==> src/rtl/capture_pkg.sv <==
// Shared definitions for the ADC capture sequencer.
//   state_e    : FSM encoding, also exported on the state port of capture_sched.
//   LEN_W      : width of the packet-length code.
//   IDLE_W     : width of the inter-packet idle length.
//   pkt_words(): decodes the packet-length code into a word count.
package capture_pkg;

  typedef enum logic [2:0] {
    StIdle = 3'd0,
    StCapt = 3'd1,
    StPkt  = 3'd2,
    StGap  = 3'd3,
    StDone = 3'd4
  } state_e;

  localparam int unsigned PKT_BASE_DEFAULT = 128;
  localparam int unsigned LEN_W            = 2;
  localparam int unsigned IDLE_W           = 16;

  // Packet length is the base length scaled by a power of two (x1, x2, x4, x8).
  function automatic int unsigned pkt_words(input int unsigned base,
                                            input logic [LEN_W-1:0] len);
    return base << len;
  endfunction

endpackage

==> src/rtl/capture_pkt_gen.sv <==
// Packet/gap counters for the capture streamer.
// Holds the read address, the word-in-packet counter, the sampled packet length and the idle
// counter, and produces the valid/sop/eop strobes one cycle after each read issue so they line up
// with the memory read data.
// Ports:
//   i_clk, i_rst      : clock, synchronous active-high reset
//   i_clear           : clear all counters (FSM leaving PKT/GAP or aborting)
//   i_issue           : a packet read is issued this cycle
//   i_pkt_load        : sample i_len_cfg (start of a packet)
//   i_gap_load        : sample i_idle_cfg into the idle counter (entry to GAP)
//   i_in_gap          : FSM is in GAP
//   i_len_cfg         : packet length code
//   i_idle_cfg        : idle cycles between packets
//   o_rd_addr         : packet read address
//   o_last_word       : current word counter points at the last word of the packet
//   o_rd_at_end       : read address is the last memory word
//   o_gap_done        : idle count has expired
//   o_valid/o_sop/o_eop : issue strobes delayed by one cycle
module capture_pkt_gen
  import capture_pkg::*;
#(
  parameter int unsigned AW       = 15,
  parameter int unsigned PKT_BASE = PKT_BASE_DEFAULT
) (
  input  logic              i_clk,
  input  logic              i_rst,
  input  logic              i_clear,
  input  logic              i_issue,
  input  logic              i_pkt_load,
  input  logic              i_gap_load,
  input  logic              i_in_gap,
  input  logic [LEN_W-1:0]  i_len_cfg,
  input  logic [IDLE_W-1:0] i_idle_cfg,
  output logic [AW-1:0]     o_rd_addr,
  output logic              o_last_word,
  output logic              o_rd_at_end,
  output logic              o_gap_done,
  output logic              o_valid,
  output logic              o_sop,
  output logic              o_eop
);

  // Wide enough for the largest packet (PKT_BASE << 3).
  localparam int unsigned WCW = $clog2(PKT_BASE) + 4;

  logic [AW-1:0]     r_rd_addr;
  logic [WCW-1:0]    r_word_cnt;
  logic [LEN_W-1:0]  r_len;
  logic [IDLE_W-1:0] r_idle_cnt;
  logic              r_valid;
  logic              r_sop;
  logic              r_eop;

  logic [WCW-1:0]    w_last_cnt;
  logic              w_first;
  logic              w_last;

  always_comb begin
    w_last_cnt = WCW'(pkt_words(PKT_BASE, r_len) - 1);
    w_first    = (r_word_cnt == '0);
    w_last     = (r_word_cnt == w_last_cnt);
  end

  always_ff @(posedge i_clk) begin
    if (i_rst || i_clear) begin
      r_rd_addr  <= '0;
      r_word_cnt <= '0;
      r_len      <= '0;
      r_idle_cnt <= '0;
    end else begin
      if (i_issue) begin
        r_rd_addr  <= r_rd_addr + AW'(1);
        r_word_cnt <= w_last ? '0 : r_word_cnt + WCW'(1);
      end
      if (i_pkt_load) begin
        r_len <= i_len_cfg;
      end
      // Loaded with length-1 so GAP lasts exactly i_idle_cfg cycles.
      if (i_gap_load) begin
        r_idle_cnt <= i_idle_cfg - IDLE_W'(1);
      end else if (i_in_gap && (r_idle_cnt != '0)) begin
        r_idle_cnt <= r_idle_cnt - IDLE_W'(1);
      end
    end
  end

  // Strobe pipeline is not cleared by i_clear so the final eop still leaves on entry to DONE.
  always_ff @(posedge i_clk) begin
    if (i_rst) begin
      r_valid <= 1'b0;
      r_sop   <= 1'b0;
      r_eop   <= 1'b0;
    end else begin
      r_valid <= i_issue;
      r_sop   <= i_issue && w_first;
      r_eop   <= i_issue && w_last;
    end
  end

  always_comb begin
    o_rd_addr   = r_rd_addr;
    o_last_word = w_last;
    o_rd_at_end = &r_rd_addr;
    o_gap_done  = (r_idle_cnt == '0);
    o_valid     = r_valid;
    o_sop       = r_sop;
    o_eop       = r_eop;
  end

endmodule

==> src/rtl/capture_sched.sv <==
// ADC capture memory sequencer.
// Fills the capture memory from the ADC stream, then either holds it for MDIO readback or streams
// it out as fixed-length packets separated by idle gaps. Owns the FSM and arbitrates the single
// memory read port between the packet streamer and MDIO.
// Ports:
//   i_clk, i_rst                 : clock, synchronous active-high reset
//   i_cfg_capture_mode           : 0 = hold for MDIO, 1 = stream packets
//   i_cfg_capture_start          : level enable; rising edge arms, low aborts
//   i_cfg_capture_again          : rising edge re-captures from DONE
//   i_cfg_pkt_data_length        : packet words = PKT_BASE << value
//   i_cfg_pkt_idle_length        : idle cycles between packets
//   i_cfg_mdio_read_pulse/addr   : MDIO read request
//   i_adc_valid                  : ADC sample valid
//   o_mem_wr_en/addr             : memory write port
//   o_mem_rd_en/addr, i_mem_rd_data : memory read port (1-cycle latency)
//   i_pkt_ready, o_pkt_*         : packet stream
//   o_mdio_rd_valid/data/err     : MDIO read response
//   o_capture_done, o_busy, o_state : status
module capture_sched
  import capture_pkg::*;
#(
  parameter int unsigned AW       = 15,
  parameter int unsigned DW       = 9,
  parameter int unsigned PKT_BASE = PKT_BASE_DEFAULT
) (
  input  logic              i_clk,
  input  logic              i_rst,
  input  logic              i_cfg_capture_mode,
  input  logic              i_cfg_capture_start,
  input  logic              i_cfg_capture_again,
  input  logic [LEN_W-1:0]  i_cfg_pkt_data_length,
  input  logic [IDLE_W-1:0] i_cfg_pkt_idle_length,
  input  logic              i_cfg_mdio_read_pulse,
  input  logic [AW-1:0]     i_cfg_mdio_memory_addr,
  input  logic              i_adc_valid,
  output logic              o_mem_wr_en,
  output logic [AW-1:0]     o_mem_wr_addr,
  output logic              o_mem_rd_en,
  output logic [AW-1:0]     o_mem_rd_addr,
  input  logic [DW-1:0]     i_mem_rd_data,
  input  logic              i_pkt_ready,
  output logic              o_pkt_valid,
  output logic              o_pkt_sop,
  output logic              o_pkt_eop,
  output logic [DW-1:0]     o_pkt_data,
  output logic              o_mdio_rd_valid,
  output logic [DW-1:0]     o_mdio_rd_data,
  output logic              o_mdio_rd_err,
  output logic              o_capture_done,
  output logic              o_busy,
  output logic [2:0]        o_state
);

  state_e        r_state;
  state_e        w_state_d;
  logic          r_start_q;
  logic          r_again_q;
  logic [AW-1:0] r_wr_addr;
  logic          r_mdio_valid;
  logic          r_mdio_err;
  logic [DW-1:0] r_pkt_hold;
  logic [DW-1:0] r_mdio_hold;

  logic          w_start_rise;
  logic          w_again_rise;
  logic          w_abort;
  logic          w_issue;
  logic          w_last_issue;
  logic          w_wr_last;
  logic          w_mdio_ok;
  logic          w_mdio_rej;
  logic          w_pkt_load;
  logic          w_gap_load;
  logic          w_gen_clear;
  logic [AW-1:0] w_pkt_rd_addr;
  logic          w_last_word;
  logic          w_rd_at_end;
  logic          w_gap_done;
  logic          w_pkt_valid;
  logic          w_pkt_sop;
  logic          w_pkt_eop;

  always_comb begin
    w_start_rise = i_cfg_capture_start && !r_start_q;
    w_again_rise = i_cfg_capture_again && !r_again_q;
    w_abort      = (r_state != StIdle) && !i_cfg_capture_start;
    // Issue is suppressed on the abort cycle so an aborted packet never emits its eop.
    w_issue      = (r_state == StPkt) && i_pkt_ready && i_cfg_capture_start;
    w_last_issue = w_issue && w_last_word;
    w_wr_last    = (r_state == StCapt) && i_adc_valid && (&r_wr_addr);
    w_mdio_ok    = i_cfg_mdio_read_pulse && ((r_state == StIdle) || (r_state == StDone));
    w_mdio_rej   = i_cfg_mdio_read_pulse && !((r_state == StIdle) || (r_state == StDone));
  end

  // Next-state logic.
  always_comb begin
    w_state_d = r_state;
    unique case (r_state)
      StIdle: if (w_start_rise) w_state_d = StCapt;
      StCapt: if (w_wr_last) w_state_d = i_cfg_capture_mode ? StPkt : StDone;
      StPkt: begin
        if (w_last_issue) begin
          if (w_rd_at_end) begin
            w_state_d = StDone;
          end else if (i_cfg_pkt_idle_length != '0) begin
            w_state_d = StGap;
          end else begin
            w_state_d = StPkt;
          end
        end
      end
      StGap:  if (w_gap_done) w_state_d = StPkt;
      StDone: if (w_again_rise) w_state_d = StCapt;
      default: w_state_d = StIdle;
    endcase
    if (w_abort) begin
      w_state_d = StIdle;
    end
  end

  // Length is resampled at every packet start, including back-to-back packets.
  always_comb begin
    w_pkt_load  = (w_state_d == StPkt) && ((r_state != StPkt) || w_last_issue);
    w_gap_load  = (w_state_d == StGap) && (r_state != StGap);
    w_gen_clear = (w_state_d != StPkt) && (w_state_d != StGap);
  end

  always_ff @(posedge i_clk) begin
    if (i_rst) begin
      r_state   <= StIdle;
      r_start_q <= 1'b0;
      r_again_q <= 1'b0;
    end else begin
      r_state   <= w_state_d;
      r_start_q <= i_cfg_capture_start;
      r_again_q <= i_cfg_capture_again;
    end
  end

  always_ff @(posedge i_clk) begin
    if (i_rst) begin
      r_wr_addr <= '0;
    end else if (w_abort || ((w_state_d == StCapt) && (r_state != StCapt))) begin
      r_wr_addr <= '0;
    end else if ((r_state == StCapt) && i_adc_valid) begin
      r_wr_addr <= r_wr_addr + AW'(1);
    end
  end

  // Read data is presented with its valid and held afterwards.
  always_ff @(posedge i_clk) begin
    if (i_rst) begin
      r_mdio_valid <= 1'b0;
      r_mdio_err   <= 1'b0;
      r_pkt_hold   <= '0;
      r_mdio_hold  <= '0;
    end else begin
      r_mdio_valid <= w_mdio_ok;
      r_mdio_err   <= w_mdio_rej;
      if (w_pkt_valid) begin
        r_pkt_hold <= i_mem_rd_data;
      end
      if (r_mdio_valid) begin
        r_mdio_hold <= i_mem_rd_data;
      end
    end
  end

  capture_pkt_gen #(
    .AW       (AW),
    .PKT_BASE (PKT_BASE)
  ) u_pkt_gen (
    .i_clk       (i_clk),
    .i_rst       (i_rst),
    .i_clear     (w_gen_clear),
    .i_issue     (w_issue),
    .i_pkt_load  (w_pkt_load),
    .i_gap_load  (w_gap_load),
    .i_in_gap    (r_state == StGap),
    .i_len_cfg   (i_cfg_pkt_data_length),
    .i_idle_cfg  (i_cfg_pkt_idle_length),
    .o_rd_addr   (w_pkt_rd_addr),
    .o_last_word (w_last_word),
    .o_rd_at_end (w_rd_at_end),
    .o_gap_done  (w_gap_done),
    .o_valid     (w_pkt_valid),
    .o_sop       (w_pkt_sop),
    .o_eop       (w_pkt_eop)
  );

  always_comb begin
    o_mem_wr_en     = (r_state == StCapt) && i_adc_valid;
    o_mem_wr_addr   = r_wr_addr;
    // Streamer and MDIO are never active in the same state, so the port never collides.
    o_mem_rd_en     = w_issue || w_mdio_ok;
    o_mem_rd_addr   = w_mdio_ok ? i_cfg_mdio_memory_addr : w_pkt_rd_addr;
    o_pkt_valid     = w_pkt_valid;
    o_pkt_sop       = w_pkt_sop;
    o_pkt_eop       = w_pkt_eop;
    o_pkt_data      = w_pkt_valid ? i_mem_rd_data : r_pkt_hold;
    o_mdio_rd_valid = r_mdio_valid;
    o_mdio_rd_data  = r_mdio_valid ? i_mem_rd_data : r_mdio_hold;
    o_mdio_rd_err   = r_mdio_err;
    o_capture_done  = (r_state == StDone);
    o_busy          = (r_state == StCapt) || (r_state == StPkt) || (r_state == StGap);
    o_state         = r_state;
  end

endmodule

==> config.mk <==
export PLATFORM = sky130hd
export DESIGN_NAME = capture_sched
export DESIGN_NICKNAME = d
export VERILOG_FILES = /design/src/rtl/capture_pkg.sv /design/src/rtl/capture_pkt_gen.sv /design/src/rtl/capture_sched.sv
export SDC_FILE = /design/constraint.sdc
export NUM_CORES = 1
export LEC_CHECK = 0
export CAP_MARGIN = 10
export CELL_PAD_IN_SITES_DETAIL_PLACEMENT = 1
export CELL_PAD_IN_SITES_GLOBAL_PLACEMENT = 1
export CORE_ASPECT_RATIO = 0.6
export CORE_UTILIZATION = 37
export CTS_BUF_LIST = sky130_fd_sc_hd__clkbuf_16
export CTS_CLUSTER_DIAMETER = 120
export CTS_CLUSTER_SIZE = 10
export DETAILED_ROUTE_END_ITERATION = 7
export PLACE_DENSITY_LB_ADDON = 0.08
export SLEW_MARGIN = 15
export SYNTH_ARGS = -nofsm -noshare
export SYNTH_HDL_FRONTEND = slang
export SYNTH_SLANG_ARGS = --single-unit
==> constraint.sdc <==
create_clock -name i_clk -period 4.6 [get_ports i_clk]
set_clock_uncertainty 0.05 [all_clocks]
set_input_delay 1.38 -clock i_clk [delete_from_list [all_inputs] [get_ports i_clk]]
set_output_delay 1.38 -clock i_clk [all_outputs]
set_load 0.02 [all_outputs]
==> results of run 1 <==
-- kinds of logic after synthesis --
logic type,count (synthesis)
AND/OR/NAND/NOR,244
flip-flops,87
AO/OA/AOI/OAI,70
XOR/XNOR,49
multiplexers,38
buffers and inverters,32
adder cells (fa/ha/maj),5
-- power by group --
part           switching (mW)  total [mW]  internal (mW)
combinational          0.0877       0.201          0.113
sequential            0.00751       0.767          0.760
clock                   0.331       0.703          0.373
total                   0.426        1.67           1.25
-- flip-flops by register name (all words and copies together), names as in the netlist, 2 cells and up --
register and flops:
u_pkt_gen.o_rd_addr 15, u_pkt_gen.r_idle_cnt 16, u_pkt_gen.r_word_cnt 11, o_state 3
r_pkt_hold 9, o_mem_wr_addr 15, u_pkt_gen.r_len 2, r_mdio_hold 9
-- worst min-delay path by stage --
stage / start / cells after the start / to
after global routing: u_pkt_gen.r_idle_cnt[0]$_SDFFE_PP0P_ / 2 / u_pkt_gen.r_idle_cnt[0]$_SDFFE_PP0P_
after detailed placement: u_pkt_gen.r_idle_cnt[0]$_SDFFE_PP0P_ / 2 / u_pkt_gen.r_idle_cnt[0]$_SDFFE_PP0P_
after CTS: u_pkt_gen.r_idle_cnt[0]$_SDFFE_PP0P_ / 2 / u_pkt_gen.r_idle_cnt[0]$_SDFFE_PP0P_
after floorplan: u_pkt_gen.r_idle_cnt[0]$_SDFFE_PP0P_ / 2 / u_pkt_gen.r_idle_cnt[0]$_SDFFE_PP0P_
after global placement: u_pkt_gen.r_idle_cnt[0]$_SDFFE_PP0P_ / 2 / u_pkt_gen.r_idle_cnt[0]$_SDFFE_PP0P_
final: u_pkt_gen.r_idle_cnt[0]$_SDFFE_PP0P_ / 2 / u_pkt_gen.r_idle_cnt[0]$_SDFFE_PP0P_
-- area by class of cell --
cell class | instances | area (um2)
multi-input combinational | 406 | 2690
clock buffer | 9 | 225
sequential | 87 | 1740
inverter | 13 | 48.8
clock inverter | 7 | 56.3
fill | 1405 | 5770
timing repair buffer | 138 | 1320
tap | 165 | 206
-- cells in the mapped netlist, types with 6 or more instances --
cell,n
sky130_fd_sc_hd__nand2_1,43
sky130_fd_sc_hd__xnor2_1,27
sky130_fd_sc_hd__dfxtp_1,87
sky130_fd_sc_hd__a21oi_1,18
sky130_fd_sc_hd__mux2i_1,6
sky130_fd_sc_hd__nor3_1,20
sky130_fd_sc_hd__o21ai_0,13
sky130_fd_sc_hd__nand3_1,19
sky130_fd_sc_hd__xor2_1,22
sky130_fd_sc_hd__clkbuf_1,13
sky130_fd_sc_hd__or3_1,12
sky130_fd_sc_hd__nor2b_1,22
sky130_fd_sc_hd__inv_1,12
sky130_fd_sc_hd__nor4_1,9
sky130_fd_sc_hd__nand4_1,12
sky130_fd_sc_hd__or4_1,6
sky130_fd_sc_hd__mux2_2,31
sky130_fd_sc_hd__nor2_1,69
-- worst max-delay path, stage by stage --
cell	delay, ps
sky130_fd_sc_hd__clkdlybuf4s50_1	490
sky130_fd_sc_hd__and2_1	170
sky130_fd_sc_hd__buf_12	160
sky130_fd_sc_hd__mux2_2	340
sky130_fd_sc_hd__clkdlybuf4s50_1	550
-- cells in the final DEF (no fill, tap or decap), types with 2 or more instances in the layout --
cell                              instances
sky130_fd_sc_hd__clkdlybuf4s50_1        109
sky130_fd_sc_hd__dfxtp_1                 87
sky130_fd_sc_hd__nor2_1                  69
sky130_fd_sc_hd__nand2_1                 43
sky130_fd_sc_hd__mux2_2                  31
sky130_fd_sc_hd__buf_4                   28
sky130_fd_sc_hd__xnor2_1                 27
sky130_fd_sc_hd__xor2_1                  22
sky130_fd_sc_hd__nor2b_1                 22
sky130_fd_sc_hd__nor3_1                  20
sky130_fd_sc_hd__nand3_1                 19
sky130_fd_sc_hd__a21oi_1                 18
sky130_fd_sc_hd__o21ai_0                 13
sky130_fd_sc_hd__inv_1                   12
sky130_fd_sc_hd__or3_1                   12
sky130_fd_sc_hd__nand4_1                 12
sky130_fd_sc_hd__nor4_1                   9
sky130_fd_sc_hd__clkbuf_16                9
sky130_fd_sc_hd__or4_1                    6
sky130_fd_sc_hd__mux2i_1                  6
sky130_fd_sc_hd__nand2b_1                 5
sky130_fd_sc_hd__ha_1                     5
sky130_fd_sc_hd__or2_2                    4
sky130_fd_sc_hd__nor3b_1                  4
sky130_fd_sc_hd__and3_1                   4
sky130_fd_sc_hd__a31oi_1                  4
sky130_fd_sc_hd__a211oi_1                 4
sky130_fd_sc_hd__a21boi_0                 3
sky130_fd_sc_hd__o31ai_1                  3
sky130_fd_sc_hd__o211ai_1                 3
sky130_fd_sc_hd__clkinvlp_4               3
sky130_fd_sc_hd__and4_1                   2
sky130_fd_sc_hd__and2_1                   2
sky130_fd_sc_hd__or4_4                    2
sky130_fd_sc_hd__nor3_2                   2
sky130_fd_sc_hd__o311ai_0                 2
sky130_fd_sc_hd__inv_6                    2
-- routing by layer --
layer / vias to the layer above / global-route usage (%) / share of wire (%)
li1: 2117 / - / -
met5: - / 0 / 0
met1: 2101 / 31.4 / 52
met2: 95 / 35.4 / 44
met4: 0 / 5.26 / 0.72
met3: 10 / 4.01 / 3.7
-- per-stage QoR --
step	worst slack [ps]	hold slack, ps	setup TNS (ps)
detailed placement	-55.8	429	-55.8
finish	68.8	444	0
global route	0.866	462	0
floorplan	349	401	0
CTS	50.7	448	0
global placement	56.5	419	0
==> flow_summary.rst, run 1 <==
.. list-table::
   :header-rows: 1

   * - Metric
     - Value
   * - Starting DRT DRC Count
     - 216
   * - Period utilization
     - 98.5%
   * - Adder and majority gate portion of the synthesized area
     - 1.37%
   * - Mapped Nets
     - 580
   * - Endpoints failing hold
     - 0
   * - Reported leakage power
     - 2.17 nW
   * - Layout Utilization
     - 52.1%
   * - Max-slew violation count
     - 0
   * - First element of the critical path
     - i_cfg_mdio_read_pulse
   * - H-Tree Depth
     - 3
   * - Design Power
     - 1.67 mW
   * - Slew @ Worst Pin
     - 655 ps
   * - Die boundary height
     - 88.1 um
   * - Post-synth cell types
     - 65
   * - Count of hold-fix buffers inserted at cts
     - 0
   * - Max FO, Critical Path
     - 16
   * - Vias after detailed routing
     - 4323
   * - Number of synthesized flops with an enable pin
     - 0
   * - Remaining DRCs
     - 0
   * - Reg-to-reg critical path startpoint
     - u_pkt_gen.o_rd_addr[7]$_SDFFE_PP0P_
   * - Global-route wire length before repair
     - 22400 um
   * - Slew Limit Headroom
     - 55.9%
   * - Row count
     - 31
   * - Gr usage total
     - 22.3%
   * - HPWL reported at the end of detailed placement
     - 10800 um
   * - DR pass1 iterations
     - 4
   * - GRT overflow
     - 0
   * - Post-CTS Repair Setup Buffers
     - 0
   * - Largest vdd supply drop
     - 0.000161 V
   * - Minimum clock period
     - 4530 ps
   * - Register-to-Register Setup Slack
     - 980 ps
   * - Wire length per cell after detailed routing
     - 17.1 um
   * - Final std cell area, no fill
     - 6290 um2
   * - Number of nets still failing antenna checks after routing
     - 0
   * - Number of global-route vias before repair
     - 4211
   * - Kind of launch point of the worst setup path
     - input port
   * - Unrepaired setup endpoints after global routing
     - false
   * - Mapped Area
     - 4570 um2
   * - Core Area
     - 12100 um2
   * - Synth async-reset ratio
     - 0%
   * - Effective utilization at floorplan
     - 37.9%
   * - Library cell with the largest summed area after synthesis
     - sky130_fd_sc_hd__dfxtp_1
   * - Dominant cells by area after synthesis
     - sky130_fd_sc_hd__dfxtp_1, sky130_fd_sc_hd__mux2_2, sky130_fd_sc_hd__nor2_1, sky130_fd_sc_hd__xnor2_1, sky130_fd_sc_hd__xor2_1
   * - Endpoints failing setup
     - 0
   * - Yosys reg bits
     - 87
   * - Share of cell area taken by muxes after synthesis
     - 9.28%
   * - Routability congestion estimate from global placement
     - 0.832
   * - Register area share after synthesis
     - 38.1%
   * - Average vias per placed instance
     - 5.24
   * - Final cell count without fillers
     - 825
   * - Ports
     - 110
   * - Cells after synthesis
     - 525
   * - Die Footprint
     - 12800 um2
   * - Maximum Capacitance Violations
     - 0
   * - Placed Cells incl. Taps
     - 809
   * - Power Dens Cells
     - 266 nW/um2
   * - Die width
     - 145 um
   * - Type of the worst setup path
     - input port to output pin
   * - Largest buffer count on any clock path
     - 2
   * - Hold Path Class
     - flop to flop
   * - Cell area reported after detailed placement
     - 6010 um2
   * - Capturing element type of the critical path
     - output pin
   * - Post-synth top flop
     - sky130_fd_sc_hd__dfxtp_1
   * - Nets
     - 710
   * - TritonCTS clock tree
     - done
   * - Clock insertion delay at the later pin of the skew report
     - 340 ps
   * - Required time reported for the critical path endpoint
     - 3170 ps
   * - Xor-xnor portion of the synthesized cell area
     - 9.39%
   * - Clock-pin slew of the registers on the worst-case setup and hold paths
     - 60 ps
   * - Fraction of the mapped netlist area in compound gates
     - 11.3%
   * - Warnings, synthesis
     - 0
   * - Number of cell instances on the worst register-to-register path
     - 11
   * - Largest net degree at the start of global routing
     - 32
   * - Number of gates given a new drive strength after cts
     - 0
   * - Main combinational cell family by area after synthesis
     - simple AND/OR/NAND/NOR gates
   * - Worst Setup EP
     - o_mem_rd_addr[9]
   * - Ant. Diodes
     - 0
   * - Highest Clock Rate
     - 0.221 GHz
   * - Number of buffers added by the clock tree synthesis step
     - 9
   * - Synth-to-layout area growth
     - 37.6%
   * - Root buffer cell
     - sky130_fd_sc_hd__clkbuf_16
   * - Terminus of the critical flop-to-flop path
     - u_pkt_gen.r_idle_cnt[12]$_SDFFE_PP0P_
   * - Worst path arrival time
     - 3100 ps
   * - Post-Synth Simple-Gate Area
     - 27.5%
   * - Sinks on the clock net
     - 87
   * - DRT Wirelength
     - 14100 um
   * - Ratio of cells with drive above 1 in the final layout
     - 14.5%
   * - Number of port buffers
     - 109
   * - Result of the run
     - finished clean
   * - Fraction of synthesized cell area taken by the top area cell type
     - 38.1%
   * - Initial antenna violation count
     - 0
   * - Avg Synthesized Cell Area
     - 8.70 um2
No activity file was read; power rests on OpenSTA's default activity.
==> inputs of run 2 (changes only) <==
==> constraint.sdc (replaced) <==
create_clock -name i_clk -period 4.6 [get_ports i_clk]
set_clock_uncertainty 0.05 [all_clocks]
set_input_delay 1.38 -clock i_clk [delete_from_list [all_inputs] [get_ports i_clk]]
set_output_delay 1.38 -clock i_clk [all_outputs]
set_load 0.01 [all_outputs]
==> run 2 against run 1 <==
Effect of this change: via count is 0.86% higher; fmax increased by 1.2%; largest power group unchanged; combinational power shrank 8%; clock-buffer cell count is the same; sequential share of layout area barely moved; sequential power is essentially flat; die area did not move; total power shrank 1.7%; highest routed layer unchanged; utilization increased by 0.062 points.
==> flow_summary.rst, run 2 (synthesized netlist as in run 1, its figures left out) <==
.. list-table::
   :header-rows: 1

   * - Metric
     - Value
   * - Result of the run
     - finished clean
   * - Worst Setup EP
     - o_mem_rd_addr[4]
   * - Worst Hold Launch
     - u_pkt_gen.r_idle_cnt[0]$_SDFFE_PP0P_
   * - Initial antenna violation count
     - 0 (unchanged)
   * - Type of the worst setup path
     - input port to output pin
   * - Period utilization
     - 97.3% (-1.2 points)
   * - Logic depth of the worst path, buffers included
     - 5 (unchanged)
   * - Power Dens Cells
     - 261 nW/um2 (-1.9%)
   * - Cell with the largest stage delay on the worst path
     - sky130_fd_sc_hd__clkdlybuf4s50_1
   * - Ratio of cells with drive above 1 in the final layout
     - 14.7% (+0.11 points)
   * - Final Hold Slack
     - 447 ps (+3.22 ps)
   * - Reg-to-reg critical path startpoint
     - u_pkt_gen.o_rd_addr[7]$_SDFFE_PP0P_
   * - Maximum Capacitance Violations
     - 0 (unchanged)
   * - Register-to-Register Setup Slack
     - 1070 ps (+90 ps)
   * - Most common cell after layout, fill and taps aside
     - sky130_fd_sc_hd__clkdlybuf4s50_1
   * - Number of cell instances on the worst register-to-register path
     - 11 (unchanged)
   * - Global-route wire length before repair
     - 22300 um (-0.58%)
   * - GRT overflow
     - 0 (unchanged)
   * - Number of global-route vias before repair
     - 4294 (+2.0%)
   * - Family of cells with the greatest summed delay on the critical path
     - buffers and inverters
   * - Number of buffers added by the clock tree synthesis step
     - 9 (unchanged)
   * - Die boundary height
     - 88.1 um (unchanged)
   * - Worst setup margin
     - 122 ps (+53.2 ps)
   * - Number of flip-flops in the largest register
     - 16 (unchanged)
   * - Starting DRT DRC Count
     - 220 (+1.9%)
   * - Kind of launch point of the worst setup path
     - input port
   * - Routability congestion estimate from global placement
     - 0.880 (+5.8%)
   * - Gr usage total
     - 22.2% (-0.069 points)
   * - Design Power
     - 1.64 mW (-1.7%)
   * - Core Area
     - 12100 um2 (unchanged)
   * - Reported leakage power
     - 2.18 nW (+0.39%)
   * - Ports
     - 110 (unchanged)
   * - Max FO, Critical Path
     - 16 (unchanged)
   * - Synth-to-layout area growth
     - 37.8%
   * - Average vias per placed instance
     - 5.27 (+0.61%)
   * - Hold Path Class
     - flop to flop
   * - Vias after detailed routing
     - 4360 (+0.86%)
   * - Worst-case setup slack after placement
     - -101 ps (-45.3 ps)
   * - Unrepaired setup endpoints after global routing
     - false
   * - Minimum clock period
     - 4480 ps (-53.2 ps)
   * - Effective utilization at floorplan
     - 37.9% (unchanged)
   * - HPWL reported at the end of detailed placement
     - 10600 um (-1.9%)
   * - Sequential cell area in the final layout
     - 1740 um2 (unchanged)
   * - Largest buffer count on any clock path
     - 2 (unchanged)
   * - DR pass1 iterations
     - 4 (unchanged)
   * - Number of gates given a new drive strength after cts
     - 0 (unchanged)
   * - Largest net degree at the start of global routing
     - 32 (unchanged)
   * - TritonCTS clock tree
     - done
   * - Endpoints failing hold
     - 0 (unchanged)
   * - Terminus of the critical flop-to-flop path
     - u_pkt_gen.r_idle_cnt[12]$_SDFFE_PP0P_
   * - Remaining DRCs
     - 0 (unchanged)
   * - Slew Limit Headroom
     - 52.4% (-3.6 points)
   * - First element of the critical path
     - i_cfg_mdio_read_pulse
   * - Root buffer cell
     - sky130_fd_sc_hd__clkbuf_16
   * - Cell chain of the critical path
     - clkdlybuf4s50_1 > and2_1 > buf_12 > mux2_2 > clkdlybuf4s50_1
   * - Ant. Diodes
     - 0 (unchanged)
   * - Worst path arrival time
     - 3050 ps (-50 ps)
   * - Capturing element type of the critical path
     - output pin
   * - Row count
     - 31 (unchanged)
   * - Post-CTS Repair Setup Buffers
     - 0 (unchanged)
   * - Number of port buffers
     - 109 (unchanged)
   * - Endpoints failing setup
     - 0 (unchanged)
   * - Final cell count without fillers
     - 827 (+0.24%)
   * - Placed Cells incl. Taps
     - 811 (+0.25%)
   * - DRT Wirelength
     - 13800 um (-1.7%)
   * - Delay contributed by the slowest stage of the critical path
     - 490 ps (-60 ps)
   * - Filler cell count
     - 1386 (-1.4%)
   * - Die width
     - 145 um (unchanged)
   * - Layout Utilization
     - 52.2% (+0.062 points)
   * - Max-slew violation count
     - 0 (unchanged)
   * - Highest-count cells in the layout ignoring fill and taps
     - sky130_fd_sc_hd__clkdlybuf4s50_1, sky130_fd_sc_hd__dfxtp_1, sky130_fd_sc_hd__nor2_1
   * - H-Tree Depth
     - 3 (unchanged)
   * - Worst path most repeated cell
     - sky130_fd_sc_hd__clkdlybuf4s50_1
   * - Count of hold-fix buffers inserted at cts
     - 0 (unchanged)
   * - Required time reported for the critical path endpoint
     - 3170 ps (about the same)
   * - Largest vdd supply drop
     - 0.000176 V (+9.1%)
   * - Multi-input combinational cell area
     - 2690 um2 (unchanged)
   * - Highest Clock Rate
     - 0.223 GHz (+1.2%)
   * - Sinks on the clock net
     - 87 (unchanged)
   * - Clock insertion delay at the later pin of the skew report
     - 350 ps (about the same)
   * - Slew @ Worst Pin
     - 708 ps (+53.0 ps)
   * - Wire length per cell after detailed routing
     - 16.7 um (-2.0%)
   * - Nets
     - 712 (+0.28%)
   * - Crit path buffers/inverters
     - 3 (unchanged)
   * - Top register by number of flip-flops
     - u_pkt_gen.r_idle_cnt
   * - Number of nets still failing antenna checks after routing
     - 0 (unchanged)
   * - Die Footprint
     - 12800 um2 (unchanged)
   * - Clock-pin slew of the registers on the worst-case setup and hold paths
     - 60 ps (about the same)
==> run 2: cell count changes in the layout (fill, tap and decap cells not counted), sizes merged <==
| cell | previous run | this run |
|---|---|---|
| buf | 29 | 31 |
| inv | 15 | 14 |
| clkinv | 2 | 3 |
==> run 2: cell type report <==
class                   count  share of cell area [%]
clock inverters             7                   0.775
well taps                 165                    3.28
clock buffers               9                    3.58
repair buffers            140                    21.2
flip-flops and latches     87                    27.7
multi-input cells         406                    42.7
inverters                  13                   0.775
==> run 2: how the worst min path moves through the flow <==
stage                                                 to  slack, ps  depth (start not counted)
detailed placement  u_pkt_gen.r_idle_cnt[0]$_SDFFE_PP0P_        430                          2
CTS                 u_pkt_gen.r_idle_cnt[0]$_SDFFE_PP0P_        450                          2
finish              u_pkt_gen.r_idle_cnt[0]$_SDFFE_PP0P_        450                          2
floorplan           u_pkt_gen.r_idle_cnt[0]$_SDFFE_PP0P_        400                          2
global route        u_pkt_gen.r_idle_cnt[0]$_SDFFE_PP0P_        460                          2
global placement    u_pkt_gen.r_idle_cnt[0]$_SDFFE_PP0P_        420                          2
==> run 2: metal layers <==
metal  routed length [um]  GRT usage (%)
met1                 7100           30.4
met2                 6090           35.9
met3                  503           4.58
met4                  130           5.45
met5                    0              0
==> run 2: through the flow <==
step,TNS [ps],area [um2]
floorplan,0,4570
global placement,0,6020
detailed placement,-154,6020
global route,0,6300
finish,0,6300
CTS,0,6300
==> run 2: where the power goes <==
part / switching [mW] / leakage [nW] / internal (mW)
clock network: 0.325 / 0.129 / 0.366
registers: 0.00705 / 0.702 / 0.760
logic: 0.0717 / 1.34 / 0.113
==> run 2: worst reg2reg max path, stage by stage, from the launching register on <==
cell	delay, ps
sky130_fd_sc_hd__dfxtp_1	440
sky130_fd_sc_hd__nand4_1	240
sky130_fd_sc_hd__or4_1	650
sky130_fd_sc_hd__and4_1	250
sky130_fd_sc_hd__and2_4	180
sky130_fd_sc_hd__mux2i_1	200
sky130_fd_sc_hd__ha_1	240
sky130_fd_sc_hd__a21boi_2	230
sky130_fd_sc_hd__a21boi_0	390
sky130_fd_sc_hd__o2111a_1	280
sky130_fd_sc_hd__mux2i_1	180
sky130_fd_sc_hd__o31ai_1	80
